`src/rtl/l2_block_adapter_if.sv`:
```
// Block-request bus and word-wide L2 port of the L2 block adapter.
// slave = adapter view; master = requester / L2 memory view.
interface l2_block_adapter_if #(
    parameter int unsigned WORD_W           = 32,
    parameter int unsigned BLOCK_SIZE_WORDS = 2,
    parameter int unsigned ADDR_W           = 32
);
    logic                               blk_req;
    logic                               blk_wen;
    logic [ADDR_W-1:0]                  blk_addr;
    logic [BLOCK_SIZE_WORDS*WORD_W-1:0] blk_wdata;
    logic                               blk_done;
    logic                               blk_error;
    logic [BLOCK_SIZE_WORDS*WORD_W-1:0] blk_rdata;
    logic                               l2_ren;
    logic                               l2_wen;
    logic [ADDR_W-1:0]                  l2_addr;
    logic [WORD_W-1:0]                  l2_store;
    logic [WORD_W-1:0]                  l2_load;
    logic                               l2_ready;

    modport slave (
        input  blk_req, blk_wen, blk_addr, blk_wdata, l2_load, l2_ready,
        output blk_done, blk_error, blk_rdata, l2_ren, l2_wen, l2_addr, l2_store
    );

    modport master (
        output blk_req, blk_wen, blk_addr, blk_wdata, l2_load, l2_ready,
        input  blk_done, blk_error, blk_rdata, l2_ren, l2_wen, l2_addr, l2_store
    );
endinterface

```
`src/rtl/l2_block_adapter.sv`:
```
// Serializes block fills/writebacks into single-word L2 accesses and reassembles fills.
// Optional per-word stall timeout: define L2_ADAPTER_TIMEOUT_EN.
module l2_block_adapter #(
    parameter int unsigned WORD_W           = 32,
    parameter int unsigned BLOCK_SIZE_WORDS = 2,
    parameter int unsigned ADDR_W           = 32,
    parameter int unsigned TIMEOUT_CYCLES   = 25
) (
    input  logic              CLK,
    input  logic              nRST,
    l2_block_adapter_if.slave bus
);
    localparam int unsigned BlkW      = BLOCK_SIZE_WORDS * WORD_W;
    localparam int unsigned WordBytes = WORD_W / 8;
    localparam int unsigned IdxW      = (BLOCK_SIZE_WORDS > 1) ? $clog2(BLOCK_SIZE_WORDS) : 1;
    localparam logic [IdxW-1:0]   LastIdx = IdxW'(BLOCK_SIZE_WORDS - 1);
    localparam logic [ADDR_W-1:0] OffMask = ADDR_W'((BLOCK_SIZE_WORDS * WordBytes) - 1);

    typedef enum logic [1:0] {StIdle, StAccess, StDone} state_t;

    state_t              r_state;
    logic [IdxW-1:0]     r_idx;
    logic                r_wen;
    logic [BlkW-1:0]     r_wdata;
    logic [BlkW-1:0]     r_rdata;
    logic                r_done;
    logic                r_ren;
    logic                r_l2wen;
    logic [ADDR_W-1:0]   r_addr;
    logic [WORD_W-1:0]   r_store;

    logic [ADDR_W-1:0]   w_base;
    logic [IdxW-1:0]     w_idx_nxt;

    assign w_base    = bus.blk_addr & ~OffMask;
    assign w_idx_nxt = r_idx + 1'b1;

`ifdef L2_ADAPTER_TIMEOUT_EN
    localparam int unsigned TmoW = $clog2(TIMEOUT_CYCLES + 1);
    logic [TmoW-1:0] r_tmo;
    logic            r_error;
`endif

    always_ff @(posedge CLK) begin
        if (!nRST) begin
            r_state <= StIdle;
            r_idx   <= '0;
            r_wen   <= 1'b0;
            r_wdata <= '0;
            r_rdata <= '0;
            r_done  <= 1'b0;
            r_ren   <= 1'b0;
            r_l2wen <= 1'b0;
            r_addr  <= '0;
            r_store <= '0;
`ifdef L2_ADAPTER_TIMEOUT_EN
            r_tmo   <= '0;
            r_error <= 1'b0;
`endif
        end else begin
            r_done <= 1'b0;
`ifdef L2_ADAPTER_TIMEOUT_EN
            r_error <= 1'b0;
`endif
            unique case (r_state)
                StIdle: begin
                    if (bus.blk_req) begin
                        r_state <= StAccess;
                        r_idx   <= '0;
                        r_wen   <= bus.blk_wen;
                        r_wdata <= bus.blk_wdata;
                        r_ren   <= ~bus.blk_wen;
                        r_l2wen <= bus.blk_wen;
                        r_addr  <= w_base;
                        r_store <= bus.blk_wdata[WORD_W-1:0];
`ifdef L2_ADAPTER_TIMEOUT_EN
                        r_tmo   <= '0;
`endif
                    end
                end
                StAccess: begin
                    if (bus.l2_ready) begin
                        if (!r_wen) begin
                            r_rdata[int'(r_idx)*WORD_W +: WORD_W] <= bus.l2_load;
                        end
`ifdef L2_ADAPTER_TIMEOUT_EN
                        r_tmo <= '0;
`endif
                        if (r_idx == LastIdx) begin
                            r_state <= StDone;
                            r_done  <= 1'b1;
                            r_ren   <= 1'b0;
                            r_l2wen <= 1'b0;
                            r_addr  <= '0;
                            r_store <= '0;
                        end else begin
                            // Address advances incrementally; wraps modulo 2^ADDR_W
                            r_idx   <= w_idx_nxt;
                            r_addr  <= r_addr + ADDR_W'(WordBytes);
                            r_store <= r_wdata[int'(w_idx_nxt)*WORD_W +: WORD_W];
                        end
                    end
`ifdef L2_ADAPTER_TIMEOUT_EN
                    else if (r_tmo == TmoW'(TIMEOUT_CYCLES)) begin
                        r_state <= StDone;
                        r_done  <= 1'b1;
                        r_error <= 1'b1;
                        r_ren   <= 1'b0;
                        r_l2wen <= 1'b0;
                        r_addr  <= '0;
                        r_store <= '0;
                    end else begin
                        r_tmo <= r_tmo + 1'b1;
                    end
`endif
                end
                StDone: begin
                    r_state <= StIdle;
                end
                default: begin
                    r_state <= StIdle;
                end
            endcase
        end
    end

    assign bus.blk_done  = r_done;
    assign bus.blk_rdata = r_rdata;
    assign bus.l2_ren    = r_ren;
    assign bus.l2_wen    = r_l2wen;
    assign bus.l2_addr   = r_addr;
    assign bus.l2_store  = r_store;
`ifdef L2_ADAPTER_TIMEOUT_EN
    assign bus.blk_error = r_error;
`else
    assign bus.blk_error = 1'b0;
`endif

endmodule

```
`src/flat_wrapper.sv`:
```
// flat-port wrapper written by rule: the top's interface ports become plain ports
module l2_block_adapter_flat 
#(
    parameter int unsigned WORD_W           = 32,
    parameter int unsigned BLOCK_SIZE_WORDS = 2,
    parameter int unsigned ADDR_W           = 32,
    parameter int unsigned TIMEOUT_CYCLES   = 25
)
  (CLK, nRST, bus_blk_req, bus_blk_wen, bus_blk_addr, bus_blk_wdata, bus_l2_load, bus_l2_ready, bus_blk_done, bus_blk_error, bus_blk_rdata, bus_l2_ren, bus_l2_wen, bus_l2_addr, bus_l2_store);
  l2_block_adapter_if #(.WORD_W(WORD_W), .BLOCK_SIZE_WORDS(BLOCK_SIZE_WORDS), .ADDR_W(ADDR_W)) bus_i ();
  input  logic CLK;
  input  logic nRST;
  input wire logic [$bits(bus_i.blk_req)-1:0] bus_blk_req;
  input wire logic [$bits(bus_i.blk_wen)-1:0] bus_blk_wen;
  input wire logic [$bits(bus_i.blk_addr)-1:0] bus_blk_addr;
  input wire logic [$bits(bus_i.blk_wdata)-1:0] bus_blk_wdata;
  input wire logic [$bits(bus_i.l2_load)-1:0] bus_l2_load;
  input wire logic [$bits(bus_i.l2_ready)-1:0] bus_l2_ready;
  output wire logic [$bits(bus_i.blk_done)-1:0] bus_blk_done;
  output wire logic [$bits(bus_i.blk_error)-1:0] bus_blk_error;
  output wire logic [$bits(bus_i.blk_rdata)-1:0] bus_blk_rdata;
  output wire logic [$bits(bus_i.l2_ren)-1:0] bus_l2_ren;
  output wire logic [$bits(bus_i.l2_wen)-1:0] bus_l2_wen;
  output wire logic [$bits(bus_i.l2_addr)-1:0] bus_l2_addr;
  output wire logic [$bits(bus_i.l2_store)-1:0] bus_l2_store;
  assign bus_i.blk_req = bus_blk_req;
  assign bus_i.blk_wen = bus_blk_wen;
  assign bus_i.blk_addr = bus_blk_addr;
  assign bus_i.blk_wdata = bus_blk_wdata;
  assign bus_i.l2_load = bus_l2_load;
  assign bus_i.l2_ready = bus_l2_ready;
  assign bus_blk_done = bus_i.blk_done;
  assign bus_blk_error = bus_i.blk_error;
  assign bus_blk_rdata = bus_i.blk_rdata;
  assign bus_l2_ren = bus_i.l2_ren;
  assign bus_l2_wen = bus_i.l2_wen;
  assign bus_l2_addr = bus_i.l2_addr;
  assign bus_l2_store = bus_i.l2_store;
  l2_block_adapter #(.WORD_W(WORD_W), .BLOCK_SIZE_WORDS(BLOCK_SIZE_WORDS), .ADDR_W(ADDR_W), .TIMEOUT_CYCLES(TIMEOUT_CYCLES)) u_core (.CLK(CLK), .nRST(nRST), .bus(bus_i));
endmodule
```
`config.mk`:
```
export PLATFORM = sky130hd
export DESIGN_NAME = l2_block_adapter_flat
export DESIGN_NICKNAME = d
export VERILOG_FILES = /design/src/rtl/l2_block_adapter_if.sv /design/src/rtl/l2_block_adapter.sv /design/src/flat_wrapper.sv
export SDC_FILE = /design/constraint.sdc
export NUM_CORES = 1
export LEC_CHECK = 0
export CAP_MARGIN = 10
export CORE_ASPECT_RATIO = 1.5
export CORE_MARGIN = 3
export CORE_UTILIZATION = 45
export CTS_BUF_LIST = sky130_fd_sc_hd__clkbuf_8
export DETAILED_ROUTE_END_ITERATION = 16
export GPL_ROUTABILITY_DRIVEN = 0
export PLACE_DENSITY = 0.79
export RECOVER_POWER = 100
export SLEW_MARGIN = 15
export SYNTH_ARGS = -nofsm -noshare
export SYNTH_HDL_FRONTEND = slang
export SYNTH_SLANG_ARGS = --single-unit
```
`constraint.sdc`:
```
create_clock -name CLK -period 2 [get_ports CLK]
set_input_delay 0.3 -clock CLK [delete_from_list [all_inputs] [get_ports CLK]]
set_output_delay 0.3 -clock CLK [all_outputs]
set_load 0.05 [all_outputs]
```
Word-level counts from Yosys, hierarchy flattened. Cells that the tools add are included.

Shift operators: 3. Bitwise logic cells: 2. Multiplexer cells: 24. Reduce and logical (&&, ||, !) cells: 8. $add $sub $neg: 3. Equality and inequality tests: 4.

Operators with widths (number): $mux W32 (6); $pmux W32 S2 (2); $bwmux W64 (1); $shift A32 B34 Y64 const A (1); $shiftx A32 B34 Y64 (1); $shiftx A64 B7 Y32 (1); $neg A6 Y34 (1); $add A32 B3 Y32 const B (1); $reduce_and A3 Y1 (4); $mux W1 (8); $mux W2 (3); $pmux W1 S2 (3); $ne A2 B2 Y1 const B (2); $pmux W2 S2 (1); $reduce_and A4 Y1 (1); $eq A2 B1 Y1 const B (1); $logic_not A2 Y1 (1); $ne A2 B1 Y1 const B (1); $not A1 Y1 (2); $reduce_and A2 Y1 (1); $reduce_bool A2 Y1 (1); $add A1 B1 Y1 const B (1).

Register bits after elaboration: 199. Logic and storage cells: 54. Bits of input ports: 133.

Depth between registers and ports, before layout.
Word-level depth: 5. Depth in mapped cells: 8. Mapped depth without buffers: 6.

Least setup slack after synthesis. OpenSTA, ideal clock, no wires.

Path kind: flip-flop to flip-flop. From: reg u_core.r_addr[2], in the netlist u_core.bus.l2_addr[2]. To: reg u_core.r_addr[20], in the netlist u_core.bus.l2_addr[20]. Period minus slack after synthesis: 2169 ps. Slack: -169 ps. Buffers on the path: 1. Stages on the path, launching flop included: 8. Required time: 1930 ps. Data arrival time: 2099 ps. Path through: dfxtp_1 ha_1 nand3_2 nor4_4 buf_6 nand3_2 mux2_4 a21oi_1.

Word-level cells in the longest chain between the ends: 4.

Ends and longest elaborated chain: from (decl) (RTL line l2_block_adapter.sv:29) `logic [ADDR_W-1:0] r_addr;`; from (signal assigned) (RTL line l2_block_adapter.sv:74) `r_addr <= w_base;`; from (signal assigned) (RTL line l2_block_adapter.sv:99) `r_addr <= r_addr + ADDR_W'(WordBytes);`; $add A32 B3 Y32 (RTL line l2_block_adapter.sv:99); $mux W32 (RTL line l2_block_adapter.sv:89) `if (r_idx == LastIdx) begin`; $mux W32 (RTL line l2_block_adapter.sv:82) `if (bus.l2_ready) begin`; $pmux W32 S2 (RTL line l2_block_adapter.sv:65) `unique case (r_state)`.

No other way between the ends. The select of a mux whose other input is x is not followed. A chain may end at the register's enable or synchronous reset.

Worst setup path after layout.
From: reg u_core.r_store[2], in the netlist u_core.bus.l2_store[2]. To: out bus_l2_store[2].

RTL lines: from (decl) (RTL line l2_block_adapter.sv:30) `logic [WORD_W-1:0] r_store;`; from (signal assigned) (RTL line l2_block_adapter.sv:75) `r_store <= bus.blk_wdata[WORD_W-1:0];`; from (signal assigned) (RTL line l2_block_adapter.sv:100) `r_store <= r_wdata[int'(w_idx_nxt)*WORD_W +: WORD_W];`; to (decl) (RTL line flat_wrapper.sv:25) `output wire logic [$bits(bus_i.l2_store)-1:0] bus_l2_store;`.

No word-level cell between the ends.

==> results.yml <==
cts:
  clkTransAtPathRegs_ns: 0.10
  root_buffer: "clkbuf_8"
  cts_setup_buffers: 0
  htree_levels: 4
  cts_buffer_depth: 2
  cts_buffers: 17
  cts_sinks: 165
  clk_latency_ns: 0.46
  tritoncts: "yes"
  cts-hold-fix-buffers: 0
synth:
  syn_area_per_cell_um2: 7.643
  synth_area_leader_cell: "dfxtp_1"
  netlist_top_cells_area: "dfxtp_1 (46%), nand2_1 (14%), a21oi_1 (9.1%)"
  ys_warn_count: 0
  synthTopCellsByCount: "nand2_1 (260), dfxtp_1 (165), a21oi_1 (129)"
  yosysSeqAreaShare_pct: 46.47
  yosysTopAreaCellShare_pct: 46.47
  synth.distinct_cells: 60
  synth_edf_count: 0
  ys_ff_latch: 165
  yosys_most_used_dff: "dfxtp_1"
  synth-async-reset-ratio_pct: 0
  synth_area_mm2: 0.007108
  syn-instance-count: 930
  yosysMostFrequentCell: "nand2_1"
die:
  fp.coreArea_mm2: 0.01528
  pin_count: 265
  die_height_um: 159.9
  dieArea_mm2: 0.01737
  start_util_pct: 46.53
  rows: 55
  die_x_um: 108.6
setup_path:
  crit_path_start_kind: "register"
  critical_path.cell_chain: "clkdlybuf4s50_1"
  critPathRequiredTime_ns: 1.70
  endpoint_kind: "output port"
  slowest_delay_ns: 0.87
  arrival_ns: 1.65
  critPathMaxFanout: 2
  crit_type: "reg -> out"
  critPathTopFamily: "buffers and inverters"
  cp_slowest_cell: "clkdlybuf4s50_1"
  critPathBufInv: 1
sta:
  clock_skew_ns: 0.01621
  holdWs_ns: 0.3793
  tightest_slew_ns: 0.6682
  report.final.hold_viol_count: 0
  post-route-min-period_ns: 1.945
  setup_viol: 0
  slew_violations: 0
  fin_tns_setup_ns: 0
  max_slew_margin_pct: 55.65
  max_freq_mhz: 514.1
  post-route-period-util_pct: 97.26
  setup_slack_ns: 0.05488
  rsz0062_at_grt: "no"
pwr:
  cellLeakagePower_uw: 0.003841
  power.switching_uw: 3085
  pwr-share-seq_pct: 44.2
  pwr_density_cell_mw_per_mm2: 811.5
  vdd.ir_drop.worst_uv: 468.2
  p_int_uw: 5345
  comb_power_share_pct: 27.8
  switching_share_pct: 36.60
  p_clk_share_pct: 28.0
final_layout:
  drive_gt1_share_pct: 8.466
  nFillCells: 1318
  diodes: 0
  nNetsFinal: 1314
  syn2layout_area_growth_pct: 46.15
drt:
  drt_wl_total_um: 22460
  ant_nets: 0
  num_vias: 7459
  avgRoutedWirePerCell_um: 16.14
  drc_errors: 0
  first_iter_violations: 337
  dr.pass1.iters: 5
  viasPerCell: 5.358
global_route:
  first_global_vias: 7339
  grt_pass1_wl_um: 36160
  grt-ovfl-total: 0
  antenna_found_initial: 1
  grt_max_degree: 60
  track_usage_pct: 25.86
min_path:
  hold_path.class: "in -> reg"
placement:
  dp_hpwl_um: 16350
  port_buffers: 258
  pre_cts_ws_ns: -0.007751
outcome:
  outcome: "completed"
run:
  cap_violations: 0
routing by layer:
layer	share of wire [%]	global-route usage (%)	vias up	routed length, um
met3	8.6	8.653	55	1942
met5	0.067	0	-	15
met1	38	28.59	3417	8442
li1	-	-	3694	-
met2	50	44.01	291	11170
met4	4.0	12.12	2	888
metrics by stage:
stage               util [%]  std cells  area, um^2  power, uW
detailed placement     66.60       1360       10170       6238
global placement       66.60       1360       10170       6201
global route           68.00       1392       10390       8817
CTS                    68.95       1392       10530       8563
finish                 68.00       1392       10390       8431
floorplan                  -        932        7126       5201
power groups by stage:
stage / Combinational [uW] / Clock [uW] / Sequential [uW]
final: 2350 / 2360 / 3720
after global placement: 2410 / 0 / 3790
after CTS: 2420 / 2420 / 3720
after global routing: 2530 / 2530 / 3760
after detailed placement: 2440 / 0 / 3800
after floorplan: 796 / 0 / 4410
path summary, 6_finish.rpt:
path,start,to,slack (ns),cells after the start
min reg2reg,u_core.bus.blk_rdata[4],u_core.bus.blk_rdata[4],0.46,2
max,u_core.bus.l2_store[2],bus_l2_store[2],0.05,1
min,bus_blk_wdata[43],u_core.r_wdata[43],0.38,3
max reg2reg,u_core.bus.l2_addr[4],u_core.bus.l2_addr[19],0.13,6
flip-flops by register name (all words and copies together), names as in the netlist:
| name | count |
|---|---|
| u_core.bus.blk_done | 1 |
| u_core.bus.blk_rdata | 64 |
| u_core.bus.l2_addr | 30 |
| u_core.bus.l2_ren | 1 |
| u_core.bus.l2_store | 32 |
| u_core.bus.l2_wen | 1 |
| u_core.r_idx | 1 |
| u_core.r_state | 2 |
| u_core.r_wdata | 32 |
| u_core.r_wen | 1 |
final cells by class:
class	count	area, um^2	area share, %
Inverter	35	133.9	1.289
Multi-Input combinational cell	657	3363	32.37
Clock inverter	15	153.9	1.481
Sequential cell	165	3312	31.88
Tap cell	199	249.0	2.397
Timing Repair Buffer	304	2943	28.33
Clock buffer	17	234.0	2.252
layout by cell type, fill, tap and decap left out, drive strengths merged, types with 33 or more instances in the layout:
| cell type | n |
|---|---|
| inv | 44 |
| o311ai | 33 |
| nor2 | 51 |
| clkbuf | 39 |
| nand2 | 260 |
| buf | 35 |
| a21oi | 129 |
| dfxtp | 165 |
| o21ai | 53 |
| clkdlybuf4s50 | 224 |
cells by family after synthesis:
group,Yosys count,share of synthesized area (%)
adders and majority gates,1,0.1760
other,1,0.05276
muxes,4,0.6512
DFF,165,46.47
AOI/OAI and AO/OA,262,22.09
buffers and inverters,110,6.460
and+or+nand+nor,387,24.10
what timing repair did:
item                       in CTS  in global routing
setup endpoints to repair      23                 11
gates resized for setup        23                 10
cloned                          0                  0
tightest hold or removal path, stage by stage:
cell,delay (ns)
clkdlybuf4s50_1,0.40
nand2_1,0.05
a21oi_1,0.05
Power figures use the tool's default switching activity.
